$ cat config.mk
export PLATFORM = sky130hd
export DESIGN_NAME = mem_arbiter
export DESIGN_NICKNAME = d
export VERILOG_FILES = /design/src/rtl/cpu_types_pkg.sv /design/src/rtl/rr_pick.sv /design/src/rtl/mem_arbiter.sv
export SDC_FILE = /design/constraint.sdc
export NUM_CORES = 1
export LEC_CHECK = 0
export ABC_CLOCK_PERIOD_IN_PS = 1900
export CORE_AREA = 2 2 169 171
export DETAILED_ROUTE_END_ITERATION = 7
export DIE_AREA = 0 0 171 173
export HOLD_SLACK_MARGIN = 0.03
export PLACE_DENSITY = 0.41
export SLEW_MARGIN = 40
export SYNTH_ARGS = -nofsm -noshare
export SYNTH_HDL_FRONTEND = slang
export SYNTH_SLANG_ARGS = --single-unit
export TNS_END_PERCENT = 50
$ cat constraint.sdc
create_clock -name CLK -period 1.9 [get_ports CLK]
set_input_delay 0.38 -clock CLK [delete_from_list [all_inputs] [get_ports CLK]]
set_output_delay 0.38 -clock CLK [all_outputs]
set_load 0.02 [all_outputs]
$ cat src/rtl/cpu_types_pkg.sv
`default_nettype none
// ============================================================================
//  Module   : cpu_types_pkg
//  Purpose  : Shared types for the cache-to-memory path: the machine word,
//             the RAM handshake state and the memory arbiter state encoding.
//  Contents : word_t, ramstate_t, arb_state_t, idx_width()
//  Revision : 1.0  initial release
// ============================================================================
package cpu_types_pkg;

   localparam int WORD_W = 32;

   typedef logic [WORD_W-1:0] word_t;

   // Encoding is shared with the RAM model, so values are pinned explicitly.
   typedef enum logic [1:0] {
      FREE   = 2'd0,
      BUSY   = 2'd1,
      ACCESS = 2'd2,
      ERROR  = 2'd3
   } ramstate_t;

   // Prefixed so the names do not collide with the ramstate_t literals.
   typedef enum logic {
      ARB_IDLE   = 1'b0,
      ARB_ACCESS = 1'b1
   } arb_state_t;

   // Width of an index into n items; never narrower than one bit.
   function automatic int idx_width(input int n);
      return (n > 1) ? $clog2(n) : 1;
   endfunction

endpackage
`default_nettype wire

$ cat src/rtl/rr_pick.sv
`default_nettype none
// ============================================================================
//  Module   : rr_pick
//  Purpose  : Round-robin picker. Returns the first asserted request found
//             when searching upward from i_start, wrapping modulo N.
//             Purely combinational.
//  Ports    : i_req   - request vector, one bit per core
//             i_start - core index where the search begins
//             o_idx   - index of the winning core (0 when none)
//             o_valid - at least one request is asserted
//  Revision : 1.0  initial release
// ============================================================================
module rr_pick #(
   parameter int N  = 2,
   parameter int IW = 1
) (
   input  logic [N-1:0]  i_req,
   input  logic [IW-1:0] i_start,
   output logic [IW-1:0] o_idx,
   output logic          o_valid
);

   logic [IW-1:0] w_pos;

   always_comb begin
      o_idx   = '0;
      o_valid = 1'b0;
      w_pos   = '0;
      for (int k = 0; k < N; k++) begin
         w_pos = IW'((int'(i_start) + k) % N);
         if (!o_valid && i_req[w_pos]) begin
            o_idx   = w_pos;
            o_valid = 1'b1;
         end
      end
   end

endmodule
`default_nettype wire

$ cat src/rtl/mem_arbiter.sv
`default_nettype none
// ============================================================================
//  Module   : mem_arbiter
//  Purpose  : Responder end of the cache-to-memory protocol. Serialises the
//             instruction and data requests of NCPUS cores onto one RAM port,
//             one transaction at a time, and returns per-requester wait/load.
//  Ports    : CLK, nRST (async, active-low)
//             iREN/iaddr  -> iwait/iload         instruction requesters
//             dREN/dWEN/daddr/dstore -> dwait/dload   data requesters
//             ramREN/ramWEN/ramaddr/ramstore     RAM command
//             ramload/ramstate                   RAM response
//             Per-core buses: core c at bits [c*AW +: AW].
//  Revision : 1.0  initial release
// ============================================================================
module mem_arbiter
   import cpu_types_pkg::*;
#(
   parameter int NCPUS = 2,
   parameter int AW    = 32
) (
   input  logic                CLK,
   input  logic                nRST,
   input  logic [NCPUS-1:0]    iREN,
   input  logic [NCPUS*AW-1:0] iaddr,
   output logic [NCPUS-1:0]    iwait,
   output logic [NCPUS*AW-1:0] iload,
   input  logic [NCPUS-1:0]    dREN,
   input  logic [NCPUS-1:0]    dWEN,
   input  logic [NCPUS*AW-1:0] daddr,
   input  logic [NCPUS*AW-1:0] dstore,
   output logic [NCPUS-1:0]    dwait,
   output logic [NCPUS*AW-1:0] dload,
   output logic                ramREN,
   output logic                ramWEN,
   output logic [AW-1:0]       ramaddr,
   output logic [AW-1:0]       ramstore,
   input  logic [AW-1:0]       ramload,
   input  logic [1:0]          ramstate
);

   localparam int IW = idx_width(NCPUS);

   arb_state_t    r_state,  w_next_state;
   logic [IW-1:0] r_core,   w_next_core;
   logic          r_isdata, w_next_isdata;
   logic [IW-1:0] r_rr,     w_next_rr;

   logic [NCPUS-1:0] w_dreq;
   logic [IW-1:0]    w_d_idx, w_i_idx;
   logic             w_d_valid, w_i_valid;
   logic             w_active;

   assign w_dreq = dREN | dWEN;

   // Both classes search from the same shared pointer.
   rr_pick #(.N(NCPUS), .IW(IW)) u_pick_data (
      .i_req   (w_dreq),
      .i_start (r_rr),
      .o_idx   (w_d_idx),
      .o_valid (w_d_valid)
   );

   rr_pick #(.N(NCPUS), .IW(IW)) u_pick_inst (
      .i_req   (iREN),
      .i_start (r_rr),
      .o_idx   (w_i_idx),
      .o_valid (w_i_valid)
   );

   always_ff @(posedge CLK or negedge nRST) begin
      if (!nRST) begin
         r_state  <= ARB_IDLE;
         r_core   <= '0;
         r_isdata <= 1'b0;
         r_rr     <= '0;
      end else begin
         r_state  <= w_next_state;
         r_core   <= w_next_core;
         r_isdata <= w_next_isdata;
         r_rr     <= w_next_rr;
      end
   end

   always_comb begin
      w_next_state  = r_state;
      w_next_core   = r_core;
      w_next_isdata = r_isdata;
      w_next_rr     = r_rr;
      w_active      = 1'b0;
      iwait         = '1;
      dwait         = '1;
      ramREN        = 1'b0;
      ramWEN        = 1'b0;
      ramaddr       = '0;
      ramstore      = '0;
      // Load buses follow the RAM unconditionally; only wait qualifies them.
      // During reset they are forced to zero.
      for (int c = 0; c < NCPUS; c++) begin
         iload[c*AW +: AW] = nRST ? ramload : '0;
         dload[c*AW +: AW] = nRST ? ramload : '0;
      end

      case (r_state)
         ARB_IDLE: begin
            if (w_d_valid) begin
               w_next_state  = ARB_ACCESS;
               w_next_core   = w_d_idx;
               w_next_isdata = 1'b1;
            end else if (w_i_valid) begin
               w_next_state  = ARB_ACCESS;
               w_next_core   = w_i_idx;
               w_next_isdata = 1'b0;
            end
         end

         ARB_ACCESS: begin
            // RAM is driven live from the granted requester's inputs.
            if (r_isdata) begin
               w_active = dREN[r_core] | dWEN[r_core];
               ramWEN   = dWEN[r_core];
               ramREN   = dREN[r_core] & ~dWEN[r_core];
               ramaddr  = daddr[int'(r_core)*AW +: AW];
               ramstore = dstore[int'(r_core)*AW +: AW];
            end else begin
               w_active = iREN[r_core];
               ramREN   = iREN[r_core];
               ramaddr  = iaddr[int'(r_core)*AW +: AW];
            end

            if (!w_active) begin
               // Requester withdrew: abandon without advancing the pointer.
               ramREN       = 1'b0;
               ramWEN       = 1'b0;
               w_next_state = ARB_IDLE;
            end else if (ramstate == ACCESS) begin
               if (r_isdata) dwait[r_core] = 1'b0;
               else          iwait[r_core] = 1'b0;
               w_next_rr    = (r_core == IW'(NCPUS-1)) ? '0 : r_core + 1'b1;
               w_next_state = ARB_IDLE;
            end
            // FREE, BUSY and ERROR all hold the grant and keep driving.
         end

         default: w_next_state = ARB_IDLE;
      endcase
   end

endmodule
`default_nettype wire

==> impl_metrics.csv, run 1 <==
group,metric,value,unit
outcome,status,"finished, violations left",
outcome,violations,"negative setup slack",
routing,drc_errors,0,
yosys,syn_nets,553,
critical_path,r2r_start,"r_core",
timing,period_minus_slack,2.07,ns
grt,track_usage,0.106,
timing,setup-tns-final,-4.69,ns
layout,area_growth,164,%
routing,routedWlPerCell,16.2,um
routing,antenna_left,0,
power_and_ir_drop,seqPwrFrac,0.034,
floorplanning,fp.dieH,173,um
routing,drt_first_pass_iters,4,
floorplanning,fp.dieW,171,um
power_and_ir_drop,combPwrFrac,0.922,
timing,drv_slew,0,
floorplanning,io_pins,432,
timing,relSlewSlack,0.829,
cts,root_buffer,"clkbuf_16",
timing,fin_crit_sh,1.09,
yosys,ys_async_sr_fraction,1.00,
timing,rsz0062_at_grt,"true",
grt,grt_max_degree,34,
placement,io_buffers,431,
grt,grt_pass1_wl,23900,um
floorplanning,row_count,61,
cts,cts-htree-levels,1,
layout,fillers,3042,
cts,clkTransAtPathRegs,0.03,ns
yosys,yosysWarnings,0,
cts,cts_made_buffers,3,
yosys,synth_area,2770,um^2
critical_path,end_kind,"output port",
timing,setup_viol,38,
power_and_ir_drop,p_sw_frac,0.436,
cts,cts.sinks,4,
power_and_ir_drop,intPower,0.00423,W
critical_path,crit_arrival,1.69,ns
timing,clock_skew,0.00254,ns
worst_hold_path,hp-class,"in2async",
run,maxCapViolations,0,
yosys,synth-seq-cells,4,
critical_path,crit_type,"reg2out",
yosys,yosysSeqAreaShare,0.0362,
power_and_ir_drop,switchingPower,0.00328,W
cts,cts_buffer_depth,2,
yosys,synth.avg_cell_area,8.67,um^2
placement,dp_hpwl,14100,um
placement,gp_congestion,0.758,
yosys,synthFlopType,"dfrtp_1",
placement,dp.cells,1042,
power_and_ir_drop,p_leak,3.13,nW
critical_path,startpoint,"r_isdata",
floorplanning,core,27600,um^2
floorplanning,dieArea,29600,um^2
layout,diodes,0,
yosys,synth_edf_count,0,
grt,grt_antenna_before_repair,1,
power_and_ir_drop,pwr-share-clk,0.045,
critical_path,cp_max_fo,6,
grt,grt.overflow.total,0,
routing,drtIter0Drc,91,
layout,drive_gt1_frac,0.376,
layout,instances_no_fill,1059,
layout,final_nets,916,
timing,worst_slack,-0.167,ns
power_and_ir_drop,p_per_area,1030,nW/um^2
cts,cts_tree,"done",
yosys,synth_cell_types,30,
grt,grt_pass1_vias,3884,
timing,finalHoldViolCount,0,
floorplanning,start_util,0.100,
cts,insertion_delay,0.22,ns
routing,via_count,3704,
critical_path,crit_path_start_kind,"flip-flop",
yosys,synth_cells,319,
power_and_ir_drop,peakVddDrop,0.000384,V
timing,worstMarginPinSlew,0.253,ns
routing,routed_wl,17200,um
routing,viasPerCell,3.50,
critical_path,cp.required,1.52,ns
timing,fmax,484,MHz
==> cells by family (layout without fill, tap and decap cells) <==
group           count (synthesis)  count (layout)  synth area share
compound gates                 10              10            0.0253
buf+inv                       120             482             0.318
flops                           4               4            0.0362
mux                            68              68             0.396
simple gates                  117             117             0.224
==> timing repair <==
| item | in CTS | in global routing |
|---|---|---|
| gates cloned | 4 | 2 |
| pin swaps | 10 | 1 |
| setup endpoints to repair | 199 | 127 |
| hold buffers | 0 | 0 |
| buffers inserted | 3 | 5 |
| gates resized for setup | 585 | 86 |
==> per-layer routing <==
metal,share of wire,track usage,vias up
li1,-,-,1728
met5,0.00076,0,-
met3,0.094,0.0229,12
met1,0.36,0.113,1708
met2,0.54,0.208,254
met4,0.014,0.0258,2
==> critical path, stage by stage (launching register included) <==
cell	delay, ns
dfrtp_2	0.37
buf_6	0.15
buf_12	0.13
mux4_2	0.52
and2_4	0.16
buf_6	0.12
==> path summary, 6_finish.rpt <==
| path | end | cells after the start | slack, ns |
|---|---|---|---|
| max | ramaddr[29] | 5 | -0.17 |
| min | r_core | 3 | 0.42 |
| max reg2reg | r_rr | 5 | 0.09 |
| min reg2reg | r_isdata | 1 | 0.66 |
| max in group asynchronous | r_core | 3 | 1.37 |
| min in group CLK | r_isdata | 1 | 0.66 |
==> layout make-up <==
class | count | area [um^2] | area share
Timing Repair Buffer | 476 | 4760 | 0.651
Multi-Input combinational cell | 195 | 1880 | 0.258
Tap cell | 378 | 473 | 0.0647
Sequential cell | 4 | 105 | 0.0144
Clock buffer | 4 | 78.8 | 0.0108
Inverter | 2 | 7.51 | 0.00103
==> state kept, by name, summed over array words and instances (netlist names) <==
register  count
r_isdata      1
r_state       1
r_rr          1
r_core        1
==> cells in the final DEF, fill, tap and decap left out, types with 2 or more instances in the layout <==
cell type,instances
buf_16,3
buf_6,38
clkdlybuf4s15_2,56
nand2_1,4
clkdlybuf4s15_1,8
buf_12,9
dlygate4sd2_1,62
buf_4,36
nor2_1,39
and2_4,30
mux4_2,32
mux2_2,2
buf_2,11
inv_1,2
and2_1,31
nand3_1,2
dfrtp_1,2
mux2i_1,32
and2_2,3
clkbuf_16,5
clkdlybuf4s50_1,229
a21oi_1,3
clkbuf_2,20
==> stage by stage <==
stage	power, W	worst slack (ns)	utilization	hold WS (ns)	instance area, um^2
2_1_floorplan	0.00365	0.152	-	0.0844	2770
3_3_place_gp	0.00653	-0.567	0.254	0.644	7030
3_5_place_dp	0.00648	-0.548	0.254	0.655	7030
4_1_cts	0.00735	-0.185	0.263	0.607	7250
5_1_grt	0.00798	-0.219	0.264	0.464	7310
6_report	0.00751	-0.167	0.264	0.417	7310
==> cells in the mapped netlist (2+ instances only) <==
| cell | n | area [um^2] |
|---|---|---|
| clkbuf_1 | 7 | 26.3 |
| nand2_1 | 4 | 15.0 |
| buf_6 | 2 | 22.5 |
| mux2i_1 | 33 | 330 |
| nand3_1 | 2 | 10.0 |
| mux4_1 | 3 | 78.8 |
| nor2_1 | 41 | 154 |
| buf_2 | 5 | 25.0 |
| buf_12 | 2 | 40.0 |
| mux2_2 | 3 | 33.8 |
| mux4_2 | 29 | 653 |
| and2_1 | 64 | 400 |
| buf_1 | 2 | 7.51 |
| inv_1 | 2 | 7.51 |
| buf_4 | 100 | 751 |
| a21oi_1 | 3 | 15.0 |
| dfrtp_1 | 4 | 100 |
==> power by group through the flow <==
stage                     clock (W)  sequential (W)  combinational (W)
after floorplan                   0        0.000146            0.00350
after global placement            0        0.000238            0.00630
after detailed placement          0        0.000240            0.00624
after CTS                  0.000342        0.000229            0.00678
after global routing       0.000351        0.000263            0.00737
final                      0.000336        0.000252            0.00692
No activity file was read; power rests on OpenSTA's default activity.
==> run 2: changes to the inputs <==
--- a/config.mk
+++ b/config.mk
@@ -11,7 +11,6 @@
 export DIE_AREA = 0 0 171 173
 export HOLD_SLACK_MARGIN = 0.03
 export PLACE_DENSITY = 0.41
-export SLEW_MARGIN = 40
 export SYNTH_ARGS = -nofsm -noshare
 export SYNTH_HDL_FRONTEND = slang
 export SYNTH_SLANG_ARGS = --single-unit
==> results of run 2 <==
Same layout as run 1: the final DEF is identical, and so are final timing and power.
==> run 3: changes to the inputs <==
==> constraint.sdc (replaced) <==
create_clock -name CLK -period 1.9 [get_ports CLK]
set_input_delay 0.475 -clock CLK [delete_from_list [all_inputs] [get_ports CLK]]
set_output_delay 0.475 -clock CLK [all_outputs]
set_load 0.02 [all_outputs]
==> run 3 against run 2 <==
Against the previous run:
- the run still ends with negative setup slack left
- fmax decreased by 5.0%
- critical path depth unchanged
- non-clock buffer count increased by 4
- clock power about the same
- final cell count increased by 0.38%
- sequential power decreased by 10%
- wire length decreased by 3.1%
- count of clock-buffer cells in the layout unchanged
- sequential share of layout area about the same
- worst hold slack got worse by 0.00065 ns
- critical path type unchanged
==> impl_metrics.csv, run 3 (synthesis results as in run 1) <==
group,metric,value,unit
outcome,status,"finished, violations left",
outcome,violations,"negative setup slack",
timing,period_minus_slack,2.18,ns
layout,area_growth,165,%
cts,cts-htree-levels,1,
floorplanning,row_count,61,
worst_hold_path,hp-class,"in2async",
routing,via_count,3675,
layout,seqCellArea,105,um^2
timing,drv_slew,0,
critical_path,critPathSlowestCell,"mux4_2",
critical_path,crit_path_start_kind,"flip-flop",
power_and_ir_drop,p_leak,3.07,nW
critical_path,crit_type,"reg2out",
floorplanning,dieArea,29600,um^2
timing,fmax,459,MHz
cts,cts.sinks,4,
power_and_ir_drop,p_sw_frac,0.424,
timing,rsz0062_at_grt,"true",
routing,routedWlPerCell,15.7,um
cts,cts_made_buffers,3,
routing,drtIter0Drc,60,
critical_path,crit_arrival,1.70,ns
critical_path,r2r_end,"r_rr",
layout,diodes,0,
layout,multi_input_area,1950,um^2
critical_path,cp.required,1.42,ns
critical_path,cp_slowest_stage_delay,0.51,ns
placement,gp_congestion,0.761,
routing,antenna_left,0,
power_and_ir_drop,p_per_area,1050,nW/um^2
cts,insertion_delay,0.22,ns
critical_path,r2r_slack,0.12,ns
grt,grt_pass1_vias,3917,
timing,finalHoldViolCount,0,
power_and_ir_drop,pwr-share-clk,0.043,
timing,setup-tns-final,-10.21,ns
placement,dp_hpwl,13900,um
grt,track_usage,0.103,
timing,clock_skew,0.00365,ns
layout,final_cell_mix,"224 x clkdlybuf4s50_1, 77 x clkdlybuf4s15_2, 63 x buf_4",
routing,viasPerCell,3.46,
cts,cts_tree,"done",
floorplanning,core,27600,um^2
layout,layout_commonest_cell,"clkdlybuf4s50_1",
grt,grt.overflow.total,0,
layout,fillers,3058,
floorplanning,start_util,0.100,
critical_path,cp_cell_sequence,"buf_8 -> buf_8 -> mux4_2 -> and2_4 -> buf_6",
routing,routed_wl,16600,um
floorplanning,fp.dieW,171,um
cts,root_buffer,"clkbuf_16",
run,maxCapViolations,0,
power_and_ir_drop,switchingPower,0.00327,W
floorplanning,fp.dieH,173,um
timing,fin_crit_sh,1.15,
critical_path,cp_max_fo,5,
timing,setup_viol,69,
critical_path,reg2regPathDepth,5,
placement,dp.cells,1044,
critical_path,crit_top_cell,"buf_8",
critical_path,end_kind,"output port",
power_and_ir_drop,seqPwrFrac,0.029,
routing,drc_errors,0,
grt,grt_pass1_wl,23100,um
timing,worst_slack,-0.277,ns
power_and_ir_drop,combPwrFrac,0.927,
timing,worstMarginPinSlew,0.266,ns
layout,drive_gt1_frac,0.507,
placement,io_buffers,431,
layout,instances_no_fill,1063,
critical_path,r2r_start,"r_core",
routing,drt_first_pass_iters,4,
cts,clkTransAtPathRegs,0.03,ns
floorplanning,io_pins,432,
layout,final_nets,920,
power_and_ir_drop,intPower,0.00443,W
grt,grt_max_degree,33,
grt,grt_antenna_before_repair,0,
power_and_ir_drop,peakVddDrop,0.000397,V
timing,relSlewSlack,0.820,
cts,cts_buffer_depth,2,
[run 3: cell count changes in the layout (fill, tap and decap cells not counted), moves of 4 or more]
cell	change
and2_4	+10
clkdlybuf4s50_1	-5
buf_4	+27
dlygate4sd2_1	-54
and2_2	+4
clkdlybuf4s15_1	-8
and2_1	-14
buf_2	+40
clkdlybuf4s15_2	+21
clkbuf_2	-18
[run 3: final cells by class]
cell class              count  share of cell area
well taps                 378              0.0645
multi-input cells         195               0.266
flip-flops and latches      4              0.0143
repair buffers            480               0.643
inverters                   2             0.00102
clock buffers               4              0.0108
[run 3: routing by layer]
metal	part of all wire	routed length, um	up-vias	track usage
met2	0.54	8950	255	0.206
li1	-	-	1735	-
met3	0.097	1610	14	0.0211
met1	0.35	5830	1671	0.106
met4	0.015	245	0	0.0254
met5	0	0	-	0
[run 3: how the worst max path moves through the flow]
stage                     startpoint           to  slack [ns]
after floorplan               r_core       ramREN        0.06
final                       r_isdata  ramaddr[29]       -0.28
after global placement       dREN[0]       ramREN       -0.76
after detailed placement     dREN[0]       ramREN       -0.74
after CTS                   r_isdata  ramaddr[30]       -0.30
after global routing        r_isdata  ramaddr[30]       -0.33
[run 3: worst max-delay path: cells and delay by family (launching register included)]
family / cells / cell delay [ns]
buffers and inverters: 3 / 0.41
DFF: 1 / 0.39
muxes: 1 / 0.51
and+or+nand+nor: 1 / 0.16
[run 3: power by group through the flow]
stage	clock network (W)	logic (W)	registers, W
after floorplan	0	0.00350	0.000146
after global placement	0	0.00629	0.000268
after detailed placement	0	0.00622	0.000267
after CTS	0.000341	0.00702	0.000239
after global routing	0.000351	0.00759	0.000234
final	0.000334	0.00714	0.000226
[run 3: timing repair]
| action | 4_1_cts | 5_1_grt |
|---|---|---|
| pin swaps | 21 | 4 |
| gates resized for setup | 827 | 89 |
| buffers inserted | 8 | 3 |
| gates cloned | 3 | 1 |
| endpoints found under the setup margin | 200 | 132 |
| hold buffers | 0 | 0 |
[run 3: stage by stage]
| step | cell area (um^2) | worst slack, ns | power [W] | hold slack (ns) | utilization |
|---|---|---|---|---|---|
| 6_report | 7330 | -0.277 | 0.00770 | 0.416 | 0.265 |
| 5_1_grt | 7330 | -0.330 | 0.00818 | 0.456 | 0.265 |
| 4_1_cts | 7500 | -0.301 | 0.00760 | 0.445 | 0.271 |
| 3_5_place_dp | 7040 | -0.745 | 0.00648 | 0.726 | 0.255 |
| 3_3_place_gp | 7040 | -0.764 | 0.00656 | 0.726 | 0.255 |
| 2_1_floorplan | 2770 | 0.0566 | 0.00365 | 0.179 | - |
==> edit 1 (config.mk and constraints of run 2) <==
`r_rr` no longer has a reset.
--- a/src/rtl/mem_arbiter.sv
+++ b/src/rtl/mem_arbiter.sv
@@ -74,3 +74,2 @@
          r_isdata <= 1'b0;
-         r_rr     <= '0;
       end else begin
@@ -79,4 +78,7 @@
          r_isdata <= w_next_isdata;
-         r_rr     <= w_next_rr;
       end
+   end
+
+   always_ff @(posedge CLK) begin
+      r_rr <= w_next_rr;
    end
Check against the original RTL: same outputs for any inputs over 4 cycles, from zero or initial values and one cycle with nRST low; that may be too few to reach the edited logic, so the function may still have changed.
==> edit 1 against run 2 <==
  * The flow still finishes with violations (setup timing)
  * Clock skew up 1.5 ps
  * Non-clock buffer count grew 22
  * Worst setup slack got worse by 59 ps
  * Routed wire length is 1.7% lower
  * Area after synthesis shrank 0.14%
  * Sequential cell count stayed put
  * Cell area increased by 1.5%
  * Total power rose by 8.6%
==> edit 1: results <==
metrics = {
    "routing": {
        "routed_via_density": 3.40,
        "finalWirelength_um": 16900,
        "drtIter0Drc": 55,
    },
    "logic_synthesis": {
        "synth.distinct_cells": 29,
        "seq_area_frac_synth_pct": 3.81,
        "ys_top_cells_by_area": "buf_4, mux4_2, and2_1, mux2i_1, nor2_1",
        "syn-num-nets": 551,
        "synthMuxAreaShare_pct": 38.5,
        "synth-compound-area-share_pct": 2.81,
        "ys_top_cells_by_count": "buf_4, and2_1, nor2_1, mux2i_1, mux4_2",
        "syn_avg_cell_area_um2": 8.71,
    },
    "placed_design": {
        "place_area_um2": 7090,
        "pre_cts_ws_ps": -701,
        "dp_hpwl_um": 14500,
    },
    "global_route": {
        "grt_util_all_layers_pct": 10.4,
        "grt_pass1_vias": 3887,
        "grt_max_degree": 21,
        "grt_first_pass_wirelength_um": 23300,
    },
    "power": {
        "switching_share_pct": 42.0,
        "powerComb_uw": 7620,
        "pwr-share-clk_pct": 4.2,
        "p_seq_share_pct": 2.4,
        "leakagePower_uw": 0.00343,
    },
    "timing": {
        "finalSetupViolCount": 54,
        "hold_slack_ps": 415,
        "slew_headroom_pct": 71.8,
        "fin_ws_ps": -226,
        "fin_tns_setup_ps": -6160,
    },
    "critical_path": {
        "endpoint": "ramaddr[9]",
        "cp_slowest_stage_delay_ps": 470,
        "reg2reg_depth": 6,
    },
    "run_status": {
        "status": "complete, but fails checks",
        "violations": "setup timing",
    },
    "layout": {
        "syn2layout_area_growth_pct": 169,
        "layout-drive-gt1-share_pct": 32.0,
        "instances_no_fill": 1078,
    },
}
[edit 1: routing by layer]
| metal | GRT usage, % | part of all wire [%] | up-vias |
|---|---|---|---|
| li1 | - | - | 1765 |
| met1 | 11.1 | 36 | 1677 |
| met2 | 21.1 | 55 | 219 |
| met3 | 1.95 | 8.3 | 8 |
| met4 | 1.59 | 0.76 | 0 |
| met5 | 0 | 0 | - |
[edit 1: critical path, delay by kind of cell (launching register included)]
family | cells | cell delay, ps
buffers and inverters | 4 | 530
multiplexers | 1 | 470
flip-flops | 1 | 360
AND/OR/NAND/NOR | 1 | 150
[edit 1: area by class of cell]
class	count	share of cell area, %
flip-flops and latches	4	1.48
well taps	378	6.38
clock buffers	4	1.06
repair buffers	498	65.4
multi-input cells	190	25.5
inverters	4	0.202
[edit 1: what timing repair did]
action / in CTS / in global routing
pin swaps: 34 / 10
setup endpoints to repair: 198 / 64
setup buffers: 20 / 1
cloned: 5 / 0
resized for setup: 580 / 9
==> edit 2 (config.mk and constraints of run 2) <==
Without the edit above. `NCPUS`: 2 -> 1.
--- a/src/rtl/mem_arbiter.sv
+++ b/src/rtl/mem_arbiter.sv
@@ -17,3 +17,3 @@
 #(
-   parameter int NCPUS = 2,
+   parameter int NCPUS = 1,
    parameter int AW    = 32
Interface: changed (10 resized); port bits go from 432 to 267. No check against the original RTL was run, so the function may have changed too.
==> edit 2 against run 2 <==
  * The flow still finishes with violations (setup timing)
  * Sequential cell count is 2 lower
  * Area after synthesis is 49% lower
  * Total power is 59% lower
  * Cell area is 39% lower
  * Routed wire length is 48% lower
  * Sequential power is 63% lower
  * Core utilization is 10 points lower
  * Worst setup slack better by 95 ps
  * Highest routed layer is now met4
==> edit 2: results <==
metrics = {
    "run_status": {
        "status": "complete, but fails checks",
        "violations": "setup timing",
    },
    "placed_design": {
        "gp_congestion": 0.658,
        "placed_cells": 809,
        "dp_hpwl_um": 7440,
        "place_area_um2": 4410,
        "pre_cts_ws_ps": -601,
        "portBuffers": 266,
    },
    "global_route": {
        "grt_max_degree": 28,
        "grt_first_pass_wirelength_um": 12700,
        "antenna_found_initial": 0,
        "grt_util_all_layers_pct": 5.65,
        "grt_pass1_vias": 2256,
    },
    "timing": {
        "finalSetupViolCount": 2,
        "worstMarginPinSlew_ps": 247,
        "fin_worst_skew_ps": 0.153,
        "fin_tns_setup_ps": -118,
        "fin_ws_ps": -72.0,
    },
    "logic_synthesis": {
        "synthAdderAreaFrac_pct": 0,
        "seq_area_frac_synth_pct": 3.55,
        "synth_flop_cell": "dfrtp_1",
        "synth.distinct_cells": 21,
        "syn-num-nets": 330,
        "synth_top_family_by_area": "simple AND/OR/NAND/NOR gates",
        "synthCells": 195,
        "ys_top_cells_by_count": "buf_4, and3_1, and2_1, mux2i_1, nor2b_1",
        "synth-compound-area-share_pct": 2.22,
        "ys_top_cells_by_area": "mux2i_1, buf_4, and3_1, and2_1, nor2b_1",
        "synth_xor_area_share_pct": 0,
        "synthMuxAreaShare_pct": 22.7,
        "async_flop_share_pct": 100,
    },
    "routing": {
        "dr.pass1.iters": 2,
        "finalWirelength_um": 8870,
        "route.vias.total": 2219,
        "drtIter0Drc": 54,
    },
    "layout": {
        "top_regs": "r_isdata: 1 flops, r_state: 1 flops",
        "nets": 580,
        "instances_no_fill": 821,
        "layout-drive-gt1-share_pct": 19.6,
        "antenna-diode-count": 0,
    },
    "critical_path": {
        "cp_max_fo": 5,
        "cp_slowest_stage_delay_ps": 480,
        "slowest_stage": "or4b_4",
        "path_delay_family": "simple AND/OR/NAND/NOR gates",
        "arrival_ps": 1590,
    },
    "cts": {
        "cts_buffers": 3,
        "path_clk_slew_ps": 30,
        "htreeDepth": 1,
        "clkLatencyLatePin_ps": 220,
    },
    "power": {
        "power.internal_uw": 1700,
        "ir_drop_mv": 0.266,
        "combPwrFrac_pct": 86.7,
        "p_sw_uw": 1400,
        "pg_clk_uw": 319,
        "leakagePower_uw": 0.00224,
    },
    "hold_path": {
        "hp-class": "in -> async",
    },
}
-- edit 2: changes by cell type in the layout (fill, tap and decap cells not counted), sizes merged, moves of 5 or more --
cell	change
and2	-32
and2b	+10
and3	+33
buf	-43
clkbuf	-5
clkdlybuf4s15	-46
clkdlybuf4s50	-99
dlygate4sd2	+5
dlymetal6s2s	+6
mux4	-32
nor2	-40
nor2b	+21
-- edit 2: final timing paths --
| check | slack (ps) | endpoint | cells after the start | start |
|---|---|---|---|---|
| hold / removal | 560 | r_state$_DFF_PN0_ | 3 | nRST |
| setup reg to reg | 750 | r_isdata$_DFFE_PN0P_ | 5 | r_isdata$_DFFE_PN0P_ |
| hold reg to reg | 680 | r_isdata$_DFFE_PN0P_ | 2 | r_state$_DFF_PN0_ |
| setup / recovery | -70 | iwait | 4 | r_isdata$_DFFE_PN0P_ |
| min in group CLK | 660 | r_state$_DFF_PN0_ | 4 | iREN |
| max in group asynchronous | 1240 | r_isdata$_DFFE_PN0P_ | 3 | nRST |
-- edit 2: what timing repair did --
action,CTS,global route
pin swaps,2,0
cloned,2,0
buffers inserted,6,2
gates resized for setup,223,80
setup endpoints to repair,129,39
-- edit 2: cell families after synthesis --
kind of cell           count (synthesis)
AOI/OAI and AO/OA                      5
buffers and inverters                 52
DFF                                    2
muxes                                 32
and+or+nand+nor                      104
-- edit 2: layer usage --
metal	GRT usage [%]	wire length, µm	vias up	share of wire, %
met4	1.73	118	0	1.3
met3	1.69	949	6	11
met2	11.6	4860	147	55
met1	5.18	2940	949	33
li1	-	-	1117	-
met5	0	0	-	0
-- edit 2: layout make-up --
cell class                 count  area (µm²)
clock buffer                   3        75.1
fill                        3212       23200
inverter                       2        7.51
multi-input combinational    141        1030
sequential                     2        52.6
tap                          378         473
timing repair buffer         295        2790
